$ cat src/rtl/cp0_exception_ctrl.sv
// ---------------------------------------------------------------------------
// cp0_exception_ctrl
//   Coprocessor-0 controller. Holds Status, Cause, EPC and BadVAddr. It
//   arbitrates between pipeline exceptions, external interrupts, RFE and
//   MTC0 writes, and it drives the pipeline flush, stall and PC-redirect
//   signals.
//
//   Parameters
//     DATA_WIDTH  register/data width (32)
//     IRQ_WIDTH   external interrupt lines, mapped to Cause.IP[7:2] (6)
//     EXC_VECTOR  exception handler address
//
//   Ports
//     i_clk, i_rst_n                 clock and async active-low reset
//     i_copr_we / i_copr_re / i_eret  MTC0 / MFC0 / RFE strobes
//     i_copr_addr, i_wdata, o_rdata  CP0 register access (read is comb.)
//     i_exc_valid, i_exc_code        synchronous exception from MEM
//     i_mem_pc, i_mem_bd             PC / delay-slot flag of MEM instr.
//     i_bad_vaddr                    faulting address for AdEL/AdES
//     i_irq                          asynchronous external interrupts
//     o_flush, o_stall               pipeline control
//     o_pc_redirect, o_pc_target     PC redirect request and address
//
//   Optional feature: define COPR_TIMER_EN to add Count (reg 9) and
//   Compare (reg 11). A sticky timer-pending bit feeds Cause.IP[7].
// ---------------------------------------------------------------------------
module cp0_exception_ctrl #(
  parameter int                    DATA_WIDTH = 32,
  parameter int                    IRQ_WIDTH  = 6,
  parameter logic [DATA_WIDTH-1:0] EXC_VECTOR = 32'h8000_0080
) (
  input  logic                  i_clk,
  input  logic                  i_rst_n,
  input  logic                  i_copr_we,
  input  logic                  i_copr_re,
  input  logic                  i_eret,
  input  logic [4:0]            i_copr_addr,
  input  logic [DATA_WIDTH-1:0] i_wdata,
  output logic [DATA_WIDTH-1:0] o_rdata,
  input  logic                  i_exc_valid,
  input  logic [4:0]            i_exc_code,
  input  logic [DATA_WIDTH-1:0] i_mem_pc,
  input  logic                  i_mem_bd,
  input  logic [DATA_WIDTH-1:0] i_bad_vaddr,
  input  logic [IRQ_WIDTH-1:0]  i_irq,
  output logic                  o_flush,
  output logic                  o_stall,
  output logic                  o_pc_redirect,
  output logic [DATA_WIDTH-1:0] o_pc_target
);

  typedef enum logic [1:0] {S_IDLE, S_ENTER, S_RETURN} state_t;

  state_t state_q, state_nxt;

  logic [IRQ_WIDTH-1:0]  irq_s1_q, irq_s2_q;
  logic [7:0]            im_q;          // Status.IM
  logic [5:0]            stack_q;       // Status KUo IEo KUp IEp KUc IEc
  logic                  bd_q;          // Cause.BD
  logic [1:0]            ip_sw_q;       // Cause.IP[1:0]
  logic [4:0]            exc_code_q;    // Cause.ExcCode
  logic [DATA_WIDTH-1:0] epc_q, badvaddr_q;

  logic [IRQ_WIDTH-1:0]  ip_hw;
  logic [7:0]            cause_ip;
  logic [DATA_WIDTH-1:0] status_word, cause_word;
  logic                  int_req;
  logic                  take_exc, take_int, take_rfe, take_wr;

  // MFC0 needs no strobe (reads are side-effect free) and only some write
  // data bits land in registers.
  logic unused_inputs;
  assign unused_inputs = &{1'b0, i_copr_re, i_wdata};

`ifdef COPR_TIMER_EN
  logic [DATA_WIDTH-1:0] count_q, compare_q;
  logic                  timer_pend_q;

  assign ip_hw = {irq_s2_q[IRQ_WIDTH-1] | timer_pend_q, irq_s2_q[IRQ_WIDTH-2:0]};

  // Count keeps running in every state. Only an accepted MTC0 reloads it.
  always_ff @(posedge i_clk or negedge i_rst_n) begin
    if (!i_rst_n) begin
      count_q      <= '0;
      compare_q    <= '0;
      timer_pend_q <= 1'b0;
    end else begin
      count_q <= (take_wr && i_copr_addr == 5'd9) ? i_wdata
                                                  : count_q + DATA_WIDTH'(1);
      if (take_wr && i_copr_addr == 5'd11) begin
        compare_q    <= i_wdata;
        timer_pend_q <= 1'b0;
      end else if (count_q == compare_q) begin
        timer_pend_q <= 1'b1;
      end
    end
  end
`else
  assign ip_hw = irq_s2_q;
`endif

  assign cause_ip    = {ip_hw, ip_sw_q};
  assign status_word = {{(DATA_WIDTH-16){1'b0}}, im_q, 2'b00, stack_q};
  assign cause_word  = {bd_q, {(DATA_WIDTH-17){1'b0}}, cause_ip, 1'b0,
                        exc_code_q, 2'b00};
  assign int_req     = stack_q[0] & (|(cause_ip & im_q));

  always_comb begin
    o_rdata = '0;
    case (i_copr_addr)
      5'd8:    o_rdata = badvaddr_q;
      5'd12:   o_rdata = status_word;
      5'd13:   o_rdata = cause_word;
      5'd14:   o_rdata = epc_q;
`ifdef COPR_TIMER_EN
      5'd9:    o_rdata = count_q;
      5'd11:   o_rdata = compare_q;
`endif
      default: o_rdata = '0;
    endcase
  end

  always_ff @(posedge i_clk or negedge i_rst_n) begin
    if (!i_rst_n) state_q <= S_IDLE;
    else          state_q <= state_nxt;
  end

  // NOTE: every output of this block gets a default before the case.
  // Without the defaults, a path that skips an assignment infers a latch.
  always_comb begin
    state_nxt     = state_q;
    take_exc      = 1'b0;
    take_int      = 1'b0;
    take_rfe      = 1'b0;
    take_wr       = 1'b0;
    o_flush       = 1'b0;
    o_stall       = 1'b0;
    o_pc_redirect = 1'b0;
    o_pc_target   = '0;
    case (state_q)
      S_IDLE: begin
        if (i_exc_valid) begin
          take_exc  = 1'b1;
          state_nxt = S_ENTER;
        end else if (int_req) begin
          take_int  = 1'b1;
          state_nxt = S_ENTER;
        end else if (i_eret) begin
          take_rfe  = 1'b1;
          state_nxt = S_RETURN;
        end else if (i_copr_we) begin
          take_wr   = 1'b1;
        end
      end
      // While flushing, new events are dropped. The pipeline reissues them.
      S_ENTER: begin
        o_flush       = 1'b1;
        o_stall       = 1'b1;
        o_pc_redirect = 1'b1;
        o_pc_target   = EXC_VECTOR;
        state_nxt     = S_IDLE;
      end
      S_RETURN: begin
        o_flush       = 1'b1;
        o_pc_redirect = 1'b1;
        o_pc_target   = epc_q;
        state_nxt     = S_IDLE;
      end
      default: state_nxt = S_IDLE;
    endcase
  end

  // NOTE: sequential state uses non-blocking assignments. All registers
  // then update together from values sampled before the edge.
  always_ff @(posedge i_clk or negedge i_rst_n) begin
    if (!i_rst_n) begin
      irq_s1_q   <= '0;
      irq_s2_q   <= '0;
      im_q       <= '0;
      stack_q    <= '0;
      bd_q       <= 1'b0;
      ip_sw_q    <= '0;
      exc_code_q <= '0;
      epc_q      <= '0;
      badvaddr_q <= '0;
    end else begin
      irq_s1_q <= i_irq;
      irq_s2_q <= irq_s1_q;
      if (take_exc || take_int) begin
        // The restart point of a delay-slot instruction is its branch.
        epc_q      <= i_mem_bd ? i_mem_pc - DATA_WIDTH'(4) : i_mem_pc;
        bd_q       <= i_mem_bd;
        exc_code_q <= take_exc ? i_exc_code : 5'd0;
        stack_q    <= {stack_q[3:0], 2'b00};
        if (take_exc && (i_exc_code == 5'd4 || i_exc_code == 5'd5))
          badvaddr_q <= i_bad_vaddr;
      end else if (take_rfe) begin
        stack_q <= {stack_q[5:4], stack_q[5:2]};
      end else if (take_wr) begin
        case (i_copr_addr)
          5'd12: begin
            im_q    <= i_wdata[15:8];
            stack_q <= i_wdata[5:0];
          end
          5'd13:   ip_sw_q <= i_wdata[9:8];
          default: ;
        endcase
      end
    end
  end

endmodule
$ cat config.mk
export PLATFORM = sky130hd
export DESIGN_NAME = cp0_exception_ctrl
export DESIGN_NICKNAME = d
export VERILOG_FILES = /design/src/rtl/cp0_exception_ctrl.sv
export SDC_FILE = /design/constraint.sdc
export NUM_CORES = 1
export LEC_CHECK = 0
export BUFFER_PORTS_ARGS = -buffer_cell sky130_fd_sc_hd__buf_2
export CAP_MARGIN = 40
export CORE_ASPECT_RATIO = 1.2
export CORE_MARGIN = 2
export CORE_UTILIZATION = 50
export DETAILED_ROUTE_END_ITERATION = 10
export GPL_TIMING_DRIVEN = 1
export PLACE_DENSITY_LB_ADDON = 0.08
export SYNTH_ARGS = -nofsm -noshare
export SYNTH_HDL_FRONTEND = slang
export SYNTH_SLANG_ARGS = --single-unit
$ cat constraint.sdc
create_clock -name i_clk -period 2.15 [get_ports i_clk]
set_clock_uncertainty 0.15 [all_clocks]
set_input_delay 0.1075 -clock i_clk [delete_from_list [all_inputs] [get_ports i_clk]]
set_output_delay 0.1075 -clock i_clk [all_outputs]
set_load 0.05 [all_outputs]
==> run summary, run 1 <==
outcome: finished clean
initial core utilization: 51.6%
DIE AREA: 0.0112 sq mm
vias in the first global route: 4972
sequential-to-total area share from yosys stat: 48.5%
Period minus WS final: 2050 ps
Mapped Area: 0.00516 sq mm
pwr dens: 895 mW/mm^2
GRT Overall Usage: 27.7%
critical path class: reg2out
Leakage: 3.72 nW
IO Port Bufs: 166
core area: 0.0100 sq mm
clk sinks: 100
CTS tree: done
routability cong.: 0.924
ys async rst share: 100%
Final Util: 74.6%
startpoint types: flop
count leader, synth: dfrtp_1
antenna violations before repair: 0
nets@finish: 865
Clock Power Share: 25.9%
first-pass iteration count of the detailed router: 7
clock buffers created by TritonCTS: 9
Yosys top cell by area: dfrtp_1
Max Cap Violations: 0
Wirelength per Cell: 17.7 microns
Synthesized Nets: 614
setup ws final: 95.3 ps
maximum clock frequency: 0.487 GHz
1st-iter DRT viols: 313
Vias: 4950
Int Pwr: 4.37 mW
Area Growth Syn to Fin: 44.8%
setup violators final: 0
synthesized instance count: 491
Cell variety after synth: 54
clk_lat worst skew: 340 ps
largest family of logic cells by synthesized area: simple AND/OR/NAND/NOR gates
I/O pin total: 186
Worst Hold Class: in2reg
multiplexer share of the synthesized area: 10.8%
drt drc: 0
Slew Limit Fails: 0
Ys Warns: 0
Final Hold Viols: 0
Synth Area in Compound Gates: 13.3%
Tcrit/Tclk final: 95.6%
Yosys top cell area share: 48.5%
main area contributors after synthesis: dfrtp_1 48%, mux2_2 10%, nand2_1 4.4%
post-synthesis adder-cell area fraction: 0.970%
critical path arrival: 1800 ps
Die Span Y: 115 microns
clock slew at reported path FFs: 70 ps
DR vias/cell: 5.66
CTS max path bufs: 2
sequential share of power: 44.5%
P_sw: 2.32 mW
Slew @ Worst Pin: 582 ps
number of fill cells in the layout: 729
Logic pwr share: 29.6%
Setup crit end kind: output pin
area share of and/or/nand/nor cells after synthesis: 17.6%
Crit Path Max Fanout: 17
# H-tree levels: 3
Post-synth EDFFs: 0
layout cells sized above 1: 36.7%
finished layout cell area: 0.00747 sq mm
DP Worst Slack: 131 ps
XOR/XNOR Fraction of Synth Area: 4.92%
Synth top cells by count: 100 x dfrtp_1, 60 x nand2_1, 46 x mux2_2
Final ANT Viol Nets: 0
CTS Root Cell: clkbuf_16
Slew HR: 61.2%
first-pass GRT wire length: 24.6 mm
Synth Flop Type: dfrtp_1
Mean Syn Cell Area: 10.5 sq um
Remaining Overflow, GRT: 0
FF+latch count, synth: 100
Sw Share: 34.6%
DPL Wire Length: 10.1 mm
Die X: 96.7 microns
largest net degree at the start of global routing: 101
final WL: 15.5 mm
worst ir drop on vdd: 0.457 mV
placed cell area: 0.00624 sq mm
Rows: 40
worst path required time: 1890 ps
-- flip-flops by register name (all words and copies together), names as in the netlist --
| register | flops |
|---|---|
| irq_s1_q | 6 |
| exc_code_q | 5 |
| bd_q | 1 |
| badvaddr_q | 32 |
| ip_hw | 6 |
| stack_q | 6 |
| epc_q | 32 |
| state_q | 2 |
| im_q | 8 |
| ip_sw_q | 2 |
-- per-layer routing --
| metal | share of wire [%] | GRT usage [%] |
|---|---|---|
| met1 | 39 | 33.7 |
| met2 | 51 | 47.9 |
| met3 | 6.7 | 5.35 |
| met4 | 3.2 | 12.9 |
| met5 | 0 | 0 |
-- timing repair --
item                                   4_1_cts  5_1_grt
setup endpoints to repair                    0       64
gates resized for setup                      0       11
hold buffers                                86        0
endpoints found under the hold margin      187        0
buffers inserted                             0        0
-- metrics by stage --
stage	cells	power [mW]	hold slack, ps	TNS [ps]
after detailed placement	771	4.82	63.8	0
after CTS	873	6.69	1.51	0
after floorplan	491	4.11	-338	0
after global placement	771	4.75	58.6	0
final	874	6.69	24.1	0
after global routing	873	7.06	34.4	-2.31
-- cell families (layout without fill, tap and decap cells) --
family,Yosys count,in the layout
flops,100,100
compound gates,95,95
simple gates,168,168
buf+inv,45,301
other cells,0,1
fa+ha+maj,4,4
mux,50,50
xor+xnor,29,29
-- worst max-delay path: stages (launching register included) --
cell and delay (ps):
dfrtp_1 380, inv_1 80, ha_2 320, buf_4 200, and3_1 190, buf_2 280
-- cell type report --
type / instances / area [sq um] / area share (%)
timing repair buffer: 273 / 1920 / 25.7
clock inverter: 5 / 82.6 / 1.11
sequential: 100 / 2500 / 33.5
tap: 126 / 158 / 2.11
clock buffer: 11 / 233 / 3.12
multi-input combinational: 346 / 2530 / 33.9
inverter: 12 / 45.0 / 0.603
antenna: 1 / 2.50 / 0.0335
-- power by group through the flow --
| stage | clock (mW) | sequential [mW] | combinational, mW |
|---|---|---|---|
| after floorplan | 0 | 2.79 | 1.32 |
| after detailed placement | 0 | 2.99 | 1.83 |
| final | 1.73 | 2.98 | 1.98 |
| after global routing | 1.85 | 3.04 | 2.17 |
| after global placement | 0 | 2.97 | 1.79 |
| after CTS | 1.77 | 2.96 | 1.96 |
-- worst paths after layout --
check / startpoint / end / slack (ps) / cells past startpoint
max in group asynchronous: i_rst_n / badvaddr_q[7] / 1190 / 3
worst min register to register: irq_s1_q[3] / ip_hw[3] / 200 / 0
worst max register to register: im_q[0] / stack_q[2] / 130 / 5
min in group asynchronous: i_rst_n / ip_hw[1] / 180 / 3
worst min-delay path: i_exc_valid / state_q[1] / 20 / 4
worst max-delay path: state_q[0] / o_pc_target[1] / 100 / 5
-- placed cells by master, fill, tap and decap left out, types with 5 or more instances in the layout --
| master | instances |
|---|---|
| a21oi_1 | 7 |
| a222oi_1 | 14 |
| a22o_1 | 21 |
| and3_1 | 30 |
| buf_12 | 5 |
| buf_2 | 164 |
| buf_4 | 17 |
| clkbuf_16 | 9 |
| dfrtp_1 | 100 |
| dlygate4sd3_1 | 86 |
| inv_1 | 12 |
| mux2_2 | 46 |
| nand2_1 | 60 |
| nand4_1 | 7 |
| nor2_1 | 20 |
| nor3_1 | 8 |
| o21ai_0 | 29 |
| o21ai_1 | 5 |
| or4_1 | 5 |
| xnor2_1 | 12 |
| xor2_1 | 17 |
(Power assumes the default switching activity.)
==> run 2, diff against run 1 <==
ABC_AREA = 1   (was unset)
CORE_UTILIZATION = 51   (was 50)
==> run 2 against run 1 <==
Against the previous run: area after synthesis up 5.5%; critical path type unchanged; total power decreased by 4.8%; setup slack worse by 17 ps; synthesized cell count grew 40%; design area up 2.2%; highest routed layer unchanged; sequential power fell by 9.4%; critical endpoint is now o_pc_target[13]; clock-buffer cell count decreased by 2.
==> run summary, run 2 <==
initial core utilization: 52.0% (+0.48 points)
# H-tree levels: 3 (unchanged)
routability cong.: 0.906 (-2.0%)
Cell variety after synth: 44 (-19%)
Period minus WS final: 2070 ps (+16.5 ps)
FF-to-FF path depth: 6 (+1)
Ys Warns: 0 (unchanged)
clock buffers created by TritonCTS: 9 (unchanged)
first-pass GRT wire length: 25.2 mm (+2.4%)
hold_sp: i_mem_pc[5]
Wirelength per Cell: 14.8 microns (-16%)
main area contributors after synthesis: dfrtp_1 46%, nand2_1 12%, inv_1 6.6%
largest family of logic cells by synthesized area: simple AND/OR/NAND/NOR gates
Crit. Startpoint: state_q[1]
Synth top cells by count: 174 x nand2_1, 100 x dfrtp_1, 96 x inv_1
ant diodes: 0 (-1)
sequential-to-total area share from yosys stat: 45.9% (-2.5 points)
ys async rst share: 100% (unchanged)
CP max stage delay: 360 ps (-20 ps)
Mean Syn Cell Area: 7.93 sq um (-25%)
layout cells sized above 1: 25.1% (-12 points)
Max Cap Violations: 0 (unchanged)
synthesized instance count: 687 (+40%)
core area: 0.0105 sq mm (+4.5%)
CP max-delay cell: dfrtp_1
largest net degree at the start of global routing: 55 (-46%)
Crit Path Max Fanout: 15 (-2)
DP Worst Slack: 72.2 ps (-58.5 ps)
worst ir drop on vdd: 0.494 mV (+7.9%)
Remaining Overflow, GRT: 0 (unchanged)
setup violators final: 0 (unchanged)
CTS tree: done
antenna violations before repair: 0 (unchanged)
I/O pin total: 186 (unchanged)
GRT Overall Usage: 27.4% (-0.27 points)
Leakage: 3.92 nW (+5.3%)
setup ws final: 78.8 ps (-16.5 ps)
post-synthesis adder-cell area fraction: 0.919% (-0.051 points)
RSZ-0062 raised after global routing: no
Die X: 98.3 microns (+1.6%)
Area Growth Syn to Fin: 40.2%
Final Hold Viols: 0 (unchanged)
critical path arrival: 1810 ps (about the same)
maximum clock frequency: 0.483 GHz (-0.80%)
Rows: 41 (+2.5%)
CTS Root Cell: clkbuf_16
DIE AREA: 0.0115 sq mm (+3.3%)
clk sinks: 100 (unchanged)
Setup crit end kind: output pin
Yosys top cell area share: 45.9% (-2.5 points)
finished layout cell area: 0.00764 sq mm (+2.2%)
worst path required time: 1890 ps (about the same)
Slew HR: 63.7% (+2.5 points)
first-pass iteration count of the detailed router: 5 (-2)
pwr dens: 833 mW/mm^2 (-6.9%)
FF+latch count, synth: 100 (unchanged)
clock slew at reported path FFs: 80 ps (about the same)
drt drc: 0 (unchanged)
postcts setup bufs: 0 (unchanged)
post-layout power: 6.37 mW (-4.8%)
leading cell types in the layout, fill and taps excluded: 172 x nand2_1, 159 x buf_2, 100 x dfrtp_1
clk_lat worst skew: 340 ps (about the same)
Yosys top cell by area: dfrtp_1
count leader, synth: nand2_1
nets@finish: 1058 (+22%)
multiplexer share of the synthesized area: 2.69% (-8.1 points)
Synth Flop Type: dfrtp_1
XOR/XNOR Fraction of Synth Area: 3.06% (-1.9 points)
most common cell after layout, fill and taps aside: nand2_1
Tcrit/Tclk final: 96.3% (+0.77 points)
IO Port Bufs: 166 (unchanged)
CTS max path bufs: 2 (unchanged)
DPL Wire Length: 11.1 mm (+10%)
Vias: 5466 (+10%)
outcome: finished clean
vias in the first global route: 5236 (+5.3%)
worst hold stages: 3 (-1)
Post-synth EDFFs: 0 (unchanged)
Synthesized Nets: 810 (+32%)
Mapped Area: 0.00545 sq mm (+5.5%)
Final ANT Viol Nets: 0 (unchanged)
worst-path cell chain: inv_1 > ha_2 > nand2_1 > buf_4 > nor2_1 > buf_2
Slew @ Worst Pin: 544 ps (-38.2 ps)
Die Span Y: 117 microns (+1.7%)
Synth Area in Compound Gates: 11.5% (-1.8 points)
DR vias/cell: 5.11 (-9.7%)
biggest regs: badvaddr_q x32, epc_q x32, im_q x8
Worst Hold Class: in2reg
final WL: 15.9 mm (+2.4%)
startpoint types: flop
area share of and/or/nand/nor cells after synthesis: 26.5% (+8.9 points)
r2r startpoint: state_q[1]
1st-iter DRT viols: 331 (+5.8%)
critical path class: reg2out
Slew Limit Fails: 0 (unchanged)
placed cell area: 0.00644 sq mm (+3.1%)
-- run 2: cell type report --
class	count	area, sq um
flip-flops and latches	100	2500
fillers	843	2830
clock buffers	9	225
well taps	129	161
inverters	100	378
clock inverters	7	97.6
repair buffers	263	1830
multi-input cells	461	2450
-- run 2: layer usage --
metal	track usage [%]	wire [microns]	up-vias
li1	-	-	2702
met1	37.1	6940	2543
met2	46.8	7730	200
met3	3.80	943	21
met4	7.49	256	0
met5	0	0	-
-- run 2: timing repair --
item,CTS,global route
hold buffers,84,0
resized for setup,0,14
setup endpoints to repair,0,57
endpoints found under the hold margin,180,0
-- run 2: worst paths after layout --
| path | to | slack (ps) |
|---|---|---|
| worst max-delay path | o_pc_target[13] | 80 |
| worst min-delay path | epc_q[5] | 9 |
| worst max register to register | badvaddr_q[15] | 120 |
| worst min register to register | ip_hw[1] | 210 |
| max in group asynchronous | exc_code_q[2] | 1100 |
| min in group asynchronous | badvaddr_q[5] | 160 |
-- run 2: logic make-up (layout without fill, tap and decap cells) --
group,after synthesis,after routing
muxes,13,13
AOI/OAI and AO/OA,107,107
DFF,100,100
buffers and inverters,126,379
and+or+nand+nor,318,318
xor gates and xnor gates,19,19
adders and majority gates,4,4
-- run 2: per-stage QoR --
stage	utilization (%)	std cells	hold WS, ps	TNS, ps
finish	73.0	1069	8.95	0
detailed placement	61.5	969	-227	0
floorplan	-	687	-338	-5430
global placement	61.5	969	-226	0
global route	73.0	1069	9.07	0
CTS	72.7	1069	0.952	0
-- run 2: worst max-delay path, delay by kind of cell, from the launching register on --
kind                     cells  cell delay, ps
buffers and inverters        3             560
flip-flops                   1             360
adder cells (fa/ha/maj)      1             360
AND/OR/NAND/NOR              2             200
-- run 2: power by group --
| part | total (mW) | switching, mW | internal, mW |
|---|---|---|---|
| combinational | 1.94 | 1.27 | 0.676 |
| clock | 1.73 | 0.780 | 0.946 |
| sequential | 2.70 | 0.262 | 2.43 |
==> run 3, diff against run 2 <==
ABC_AREA = unset   (was 1)
CORE_UTILIZATION = 50   (was 51)
clock period = 2 ns   (was 2.15 ns; I/O delays follow)
==> run 3 against run 2 <==
Against the previous run: sequential cell count is the same; routed wire length up 0.76%; register-to-register slack lost 40 ps; sequential power rose by 20%; critical path type unchanged.
==> run summary, run 3 (synthesized netlist as in run 1, its figures left out) <==
outcome: finished clean
worst ir drop on vdd: 0.593 mV (+20%)
nets@finish: 877 (-17%)
CTS tree: done
Vias: 4975 (-9.0%)
RSZ-0062 raised after global routing: yes
vias in the first global route: 5167 (-1.3%)
hold_sp: i_mem_pc[27]
r2r setup slk: 80 ps (-40 ps)
Wirelength per Cell: 18.1 microns (+22%)
clk sinks: 100 (unchanged)
Setup crit end kind: output pin
FF-to-FF path depth: 7 (+1)
Leakage: 3.76 nW (-3.9%)
worst path required time: 1750 ps (-140 ps)
Final Hold Viols: 0 (unchanged)
maximum clock frequency: 0.501 GHz
Worst Setup EP: o_pc_target[9]
routability cong.: 0.911 (+0.63%)
core area: 0.0100 sq mm (-4.4%)
antenna violations before repair: 1 (+1)
Rows: 40 (-2.4%)
pwr dens: 940 mW/mm^2 (+13%)
r2r startpoint: state_q[0]
final WL: 16.0 mm (+0.76%)
Final Util: 77.0% (+4.0 points)
Area Growth Syn to Fin: 49.3%
DPL Wire Length: 10.7 mm (-3.0%)
1st-iter DRT viols: 301 (-9.1%)
clock slew at reported path FFs: 70 ps (about the same)
initial core utilization: 51.6% (-0.48 points)
placed cell area: 0.00632 sq mm (-1.9%)
capture point of the worst reg-to-reg path: im_q[2]
startpoint types: flop
CTS Root Cell: clkbuf_16
clock buffers created by TritonCTS: 9 (unchanged)
finished layout cell area: 0.00770 sq mm (+0.87%)
Period minus WS final: 2000 ps
Sequential Area: 0.00250 sq mm (unchanged)
Crit Path Max Fanout: 17 (+2)
setup violators final: 0 (unchanged)
Die Span Y: 115 microns (-1.6%)
I/O pin total: 186 (unchanged)
Crit. Startpoint: state_q[0]
Tcrit/Tclk final: 99.9%
Slew @ Worst Pin: 375 ps (-169 ps)
IO Port Bufs: 166 (unchanged)
layout cells sized above 1: 39.9% (+15 points)
DP Worst Slack: -47.0 ps (-119 ps)
# H-tree levels: 3 (unchanged)
Worst Hold Class: in2reg
critical path class: reg2out
setup ws final: 2.59 ps (-76.2 ps)
leading cell types in the layout, fill and taps excluded: 133 x buf_2, 100 x dfrtp_1, 84 x dlygate4sd3_1
Max Cap Violations: 0 (unchanged)
CTS max path bufs: 2 (unchanged)
DR vias/cell: 5.62 (+9.8%)
Slew Limit Fails: 0 (unchanged)
most common cell after layout, fill and taps aside: buf_2
Slew HR: 74.8% (+11 points)
biggest regs: badvaddr_q x32, epc_q x32, im_q x8
first-pass GRT wire length: 25.0 mm (-0.85%)
largest net degree at the start of global routing: 39 (-29%)
GRT Overall Usage: 28.3% (+0.92 points)
Final ANT Viol Nets: 0 (unchanged)
first-pass iteration count of the detailed router: 7 (+2)
Remaining Overflow, GRT: 0 (unchanged)
TNS Setup: 0 ps (unchanged)
clk_lat worst skew: 340 ps (about the same)
number of fill cells in the layout: 690 (-18%)
Die X: 96.7 microns (-1.6%)
drt drc: 0 (unchanged)
DIE AREA: 0.0112 sq mm (-3.2%)
critical path arrival: 1750 ps (-60 ps)
area of the multi-input gates: 0.00261 sq mm (+6.6%)
## run 3: cell types whose count changed in the layout (fill, tap and decap cells not counted), sizes merged, moves of 14 or more
cell	change
and3	+30
o22ai	-18
nand2	-118
a222oi	+14
nor2	-54
nand3	-36
clkbuf	+20
o21ai	-29
a22o	+21
inv	-90
mux2	+33
## run 3: worst min-delay path by stage
stage                    end  cells after the start
6_report           epc_q[27]                      3
5_1_grt            epc_q[27]                      3
4_1_cts            epc_q[11]                      3
3_5_place_dp         im_q[4]                      1
3_3_place_gp        ip_hw[1]                      1
2_1_floorplan  badvaddr_q[0]                      0
## run 3: stage by stage
stage / instances / hold slack, ps / power, mW
after floorplan: 491 / -346 / 4.42
after global placement: 780 / -145 / 5.14
after detailed placement: 780 / -139 / 5.22
after CTS: 882 / 1.27 / 7.16
after global routing: 886 / 18.8 / 7.64
final: 886 / 9.42 / 7.24
## run 3: power by group
part           switching (mW)  total, mW  leakage (nW)  internal (mW)
registers               0.552       3.23          1.25           2.68
logic                    1.25       2.26          2.37           1.00
clock network           0.751       1.76         0.146           1.01
## run 3: timing repair
| item | CTS | global route |
|---|---|---|
| setup endpoints to repair | 57 | 78 |
| gates resized for setup | 12 | 42 |
| setup buffers | 2 | 3 |
| pin swaps | 1 | 5 |
| hold buffers | 84 | 0 |
| hold endpoints to repair | 185 | 0 |
## run 3: worst max-delay path: stages (launching register included)
cell,delay [ps]
dfrtp_1,390
inv_2,90
ha_4,270
buf_4,200
and3_1,210
clkbuf_4,240
## run 3: metal layers
layer	global-route usage, %	share of wire [%]	up-vias	routed length, microns
li1	-	-	2316	-
met1	34.3	39	2407	6180
met2	50.2	52	215	8390
met3	5.11	6.8	37	1090
met4	11.7	2.1	0	341
met5	0	0	-	0
## run 3: cell type report
cell class | instances | share of cell area (%)
Multi-Input combinational cell | 346 | 33.8
Sequential cell | 100 | 32.5
Timing Repair Buffer | 285 | 27.1
Clock buffer | 11 | 3.15
Tap cell | 126 | 2.05
Clock inverter | 5 | 0.779
Inverter | 12 | 0.585
Antenna cell | 1 | 0.0325
